$ cat src/rtl/wave_display_mc.sv
// wave_display_mc: multi-channel waveform renderer with per-frame bank latch, line/dot traces and grid
module wave_display_mc #(
  parameter int NUM_CH   = 2,
  parameter int SAMPLE_W = 8,
  parameter int IDX_W    = 8,
  parameter int X_START  = 258,
  parameter int Y_START  = 0,
  parameter int Y_SPAN   = 512,
  parameter int X_SHIFT  = 1,
  parameter int V_SHIFT  = 1,
  parameter int Y_OFFSET = 32,
  parameter int GRID_X   = 64,
  parameter int GRID_Y   = 64
) (
  input  logic                         clk,
  input  logic                         reset,
  input  logic [10:0]                  x,
  input  logic [9:0]                   y,
  input  logic                         valid,
  input  logic                         read_index,
  input  logic [NUM_CH-1:0]            ch_enable,
  input  logic [1:0]                   mode,
  input  logic [24*NUM_CH-1:0]         ch_color,
  input  logic [SAMPLE_W*NUM_CH-1:0]   read_value,
  output logic [IDX_W:0]               read_address,
  output logic                         valid_pixel,
  output logic [7:0]                   r,
  output logic [7:0]                   g,
  output logic [7:0]                   b
);
  localparam int Y_W   = 16;
  localparam int X_END = X_START + ((1 << IDX_W) << X_SHIFT);
  localparam int Y_END = Y_START + Y_SPAN;
  localparam int Y_MAX = Y_END - 1;
  logic              bank, in_win, in_win1, first, upd, grid;
  logic [IDX_W-1:0]  idx, idx1, last_idx;
  logic [10:0]       x1;
  logic [9:0]        y1;
  logic [Y_W-1:0]    adj [NUM_CH];
  logic [Y_W-1:0]    cur [NUM_CH];
  logic [Y_W-1:0]    prev [NUM_CH];
  logic [Y_W-1:0]    cur_n [NUM_CH];
  logic [Y_W-1:0]    prev_n [NUM_CH];
  logic [Y_W-1:0]    lo, hi, yw;
  logic [NUM_CH-1:0] hit;
  logic [23:0]       color;
  // Window test and RAM address, then saturated sample rows, next trace endpoints, hit test and color priority
  always_comb begin
    in_win = reset && valid && int'(x) >= X_START && int'(x) < X_END && int'(y) >= Y_START && int'(y) < Y_END;
    idx = IDX_W'((int'(x) - X_START) >> X_SHIFT);
    read_address = {bank, in_win ? idx : '0};
    upd = in_win1 && (first || idx1 != last_idx);
    yw = Y_W'(y1);
    grid = mode[1] && ((((int'(x1) - X_START) & (GRID_X - 1)) == 0) || (((int'(y1) - Y_START) & (GRID_Y - 1)) == 0));
    color = grid ? 24'h404040 : 24'h000000;
    hit = '0;
    lo = '0;
    hi = '0;
    for (int c = 0; c < NUM_CH; c++) begin
      adj[c] = Y_W'(read_value[SAMPLE_W*c +: SAMPLE_W] >> V_SHIFT) + Y_W'(Y_OFFSET);
      adj[c] = int'(adj[c]) > Y_MAX ? Y_W'(Y_MAX) : adj[c];
      cur_n[c] = upd ? adj[c] : cur[c];
      prev_n[c] = upd ? (first ? adj[c] : cur[c]) : prev[c];
    end
    for (int c = NUM_CH - 1; c >= 0; c--) begin
      lo = prev_n[c] < cur_n[c] ? prev_n[c] : cur_n[c];
      hi = prev_n[c] < cur_n[c] ? cur_n[c] : prev_n[c];
      hit[c] = ch_enable[c] && (mode[0] ? yw == cur_n[c] : (yw >= lo && yw <= hi));
      color = hit[c] ? ch_color[24*c +: 24] : color;
    end
  end
  // Bank latch at frame start, pixel pipeline, per-line sample tracking and registered outputs
  always_ff @(posedge clk) begin
    if (!reset) begin
      bank <= 1'b0;
      x1 <= '0;
      y1 <= '0;
      in_win1 <= 1'b0;
      idx1 <= '0;
      last_idx <= '0;
      first <= 1'b1;
      cur <= '{default: '0};
      prev <= '{default: '0};
      valid_pixel <= 1'b0;
      {r, g, b} <= 24'h000000;
    end else begin
      if (valid && x == 11'd0 && y == 10'd0) bank <= read_index;
      x1 <= x;
      y1 <= y;
      in_win1 <= in_win;
      idx1 <= idx;
      if (upd) begin
        last_idx <= idx1;
        first <= 1'b0;
      end else if (!in_win1) first <= 1'b1;
      cur <= cur_n;
      prev <= prev_n;
      valid_pixel <= in_win1;
      {r, g, b} <= in_win1 ? color : 24'h000000;
    end
  end
endmodule

$ cat config.mk
export PLATFORM = sky130hd
export DESIGN_NAME = wave_display_mc
export DESIGN_NICKNAME = d
export VERILOG_FILES = /design/src/rtl/wave_display_mc.sv
export SDC_FILE = /design/constraint.sdc
export NUM_CORES = 1
export LEC_CHECK = 0
export BUFFER_PORTS_ARGS = -buffer_cell sky130_fd_sc_hd__buf_4
export CAP_MARGIN = 25
export CORE_MARGIN = 8
export CORE_UTILIZATION = 40
export CTS_CLUSTER_SIZE = 25
export DETAILED_ROUTE_END_ITERATION = 7
export SLEW_MARGIN = 10
export SYNTH_ARGS = -nofsm -noshare
export SYNTH_HDL_FRONTEND = slang
export SYNTH_SLANG_ARGS = --single-unit
$ cat constraint.sdc
create_clock -name clk -period 16.7 [get_ports clk]
set_clock_uncertainty 0.1 [all_clocks]
set_input_delay 1.67 -clock clk [delete_from_list [all_inputs] [get_ports clk]]
set_output_delay 1.67 -clock clk [all_outputs]
set_load 0.01 [all_outputs]
==> impl_metrics.env <==
export IMPL_yosysWarningCount=0
export IMPL_postSynthCellCount=929
export IMPL_rsz0062_at_grt="false"
export IMPL_drt_pass1_iterations=5
export IMPL_worstPathBufferInverterCount=3
export IMPL_routedWlPerCell_um=16.9
export IMPL_cp_endpoint="b[1]"
export IMPL_crit_path_start="first"
export IMPL_synth_top_flop_cell="dfxtp_1"
export IMPL_grt_pass1_vias=6750
export IMPL_fin_tns_setup_ps=0
export IMPL_slowest_stage="nor3b_4"
export IMPL_cts_root_buf="clkbuf_16"
export IMPL_cp_cell_sequence="buf_4, nor4_4, a31o_4, buf_4, mux2i_1, ha_1, a21oi_1, o21ai_0, or4_1, a311oi_2, nor2_2, buf_4, mux2_2, nand2_1, o21ai_0, ha_1, o21ai_0, a31oi_1, o31ai_1, nand3b_1, a211oi_1, o31ai_4, nor3b_4, a22o_1"
export IMPL_synthDistinctLibCells=72
export IMPL_yosysSeqAreaShare=0.326
export IMPL_nets=1191
export IMPL_min_period_over_period=0.487
export IMPL_dieArea_um2=23700
export IMPL_syn_area_um2=7610
export IMPL_cts_max_path_buffers=2
export IMPL_ant_nets=0
export IMPL_postCtsSetupRepairBufs=0
export IMPL_boundaryPins=127
export IMPL_final_util=0.496
export IMPL_die_h_um=154
export IMPL_ctsHoldBuffers=0
export IMPL_max_cap_violations=0
export IMPL_grt_pass1_wl_um=35100
export IMPL_area_delta_synth_final_pct=22.0
export IMPL_start_kind="register"
export IMPL_cts_tree="built"
export IMPL_clk_pin_slew_ps=60
export IMPL_mostFrequentLayoutCells="buf_4 (130), dfxtp_1 (124), nand2_1 (110)"
export IMPL_initial_core_util=0.407
export IMPL_synth_fp_nets=1094
export IMPL_required_ps=16950
export IMPL_diodes=0
export IMPL_gp_congestion=0.876
export IMPL_row_count=50
export IMPL_period_needed_ps=8130
export IMPL_vias_per_cell=5.44
export IMPL_r2r_end="b[1]"
export IMPL_dpl_hpwl_um=15800
export IMPL_antenna_found_initial=0
export IMPL_hold_viol_final=0
export IMPL_finalSetupViolCount=0
export IMPL_end_kind="register"
export IMPL_clk_latency_ps=430
export IMPL_worstMarginPinSlew_ps=1000
export IMPL_slowest_delay_ps=830
export IMPL_rr_worst_depth=24
export IMPL_portBuffers=124
export IMPL_ir_drop_mv=0.0642
export IMPL_drv_slew=0
export IMPL_relSlewSlack=0.332
export IMPL_cts_resized=0
export IMPL_p_leak_nw=4.10
export IMPL_crit_family="compound AO/OA/AOI/OAI gates"
export IMPL_worstHoldPathType="reg2reg"
export IMPL_drive_gt1_frac=0.179
export IMPL_status="complete, no violations"
export IMPL_ys_ff_latch=124
export IMPL_cp_max_fo=75
export IMPL_synthArstFlopShare=0
export IMPL_crit_arrival_ps=8380
export IMPL_crit_type="reg2reg"
export IMPL_final_common_cell="buf_4"
export IMPL_rrSetupSlack_ps=8570
export IMPL_die_x_um=154
export IMPL_coreArea_um2=18700
export IMPL_fmax_mhz=123
export IMPL_crit_cells=24
export IMPL_gr_usage_all_layers=0.184
export IMPL_grt_max_degree=76
export IMPL_overflow=0
export IMPL_vias=6922
export IMPL_numCtsBuffers=17
export IMPL_powerDensity_nw_per_um2=90.9
export IMPL_clock_sinks=124
export IMPL_drt_total_wl_um=21600
export IMPL_post_route_drc_count=0
export IMPL_avgSynthCellArea_um2=8.19
export IMPL_cts_max_level=4
export IMPL_fin_hold_ws_ps=357
export IMPL_drt_iter0_markers=459
export IMPL_synth_edf_count=0
export IMPL_regToRegStartpoint="first"
==> worst min-delay path by stage <==
stage | startpoint | endpoint | slack [ps] | depth (start not counted)
after global placement | idx1[0] | last_idx[0] | 350 | 2
after floorplan | idx1[2] | last_idx[2] | 340 | 2
final | idx1[5] | last_idx[5] | 360 | 2
after CTS | idx1[5] | last_idx[5] | 360 | 2
after detailed placement | idx1[5] | last_idx[5] | 360 | 2
after global routing | idx1[3] | last_idx[3] | 400 | 2
==> logic make-up (layout without fill, tap and decap cells) <==
group | after synthesis | after routing | share of synthesized area
xor gates and xnor gates | 32 | 32 | 0.0368
adders and majority gates | 75 | 75 | 0.123
and+or+nand+nor | 345 | 345 | 0.216
muxes | 38 | 38 | 0.0517
DFF | 124 | 124 | 0.326
buffers and inverters | 98 | 208 | 0.0531
AOI/OAI and AO/OA | 217 | 217 | 0.193
==> layout make-up <==
class	instances	area, µm²
sequential	124	2480
clock inverter	14	183
clock buffer	18	439
fill	1860	9430
inverter	46	173
multi-input combinational	707	4730
timing repair buffer	130	976
tap	234	293
==> through the flow <==
step                power [mW]  std cells  setup WS [ps]  area (µm²)
global placement         0.456       1241           8640        8650
global route             0.883       1273           7870        9280
finish                   0.843       1273           8570        9280
detailed placement       0.458       1241           8600        8650
floorplan                0.410        929          10080        7610
CTS                      0.852       1273           8580        9280
==> per-layer routing <==
layer  global-route usage  vias up  wire, µm
li1                     -     3483         -
met1                0.232     3197     10200
met2                0.294      208      9680
met3               0.0516       34      1270
met4               0.0681        0       427
met5                    0        -         0
==> tightest hold or removal path, stage by stage (launching register included) <==
cell     delay (ps)
dfxtp_1         310
nand2_1          50
a21oi_1          50
==> where the power goes <==
part	internal (mW)	leakage [nW]	switching (mW)
registers	0.301	1.01	0.00757
clock network	0.242	0.295	0.148
logic	0.0655	2.80	0.0792
total	0.608	4.10	0.235
==> Yosys cell counts (11+ instances only) <==
cell type    n  area, µm²
nand2_1    110        413
inv_1       45        169
nor4_1      11       68.8
a22o_1      22        193
mux2i_1     31        310
clkbuf_1    36        135
and2_1      31        194
nand3_1     11       55.1
nand4_1     12       75.1
and3_1      14       87.6
o21ai_0     59        295
nor3_1      12       60.1
nor2_1     105        394
dfxtp_1    124       2480
ha_1        72        901
xor2_1      14        123
xnor2_1     18        158
a21oi_1     61        305
==> state kept, by name, summed over array words and instances, names as in the netlist <==
signal	cells
cur	32
prev	32
y1	10
b	8
g	8
idx1	8
last_idx	8
r	8
x1	6
bank	1
first	1
in_win1	1
valid_pixel	1
No activity file was read; power rests on OpenSTA's default activity.
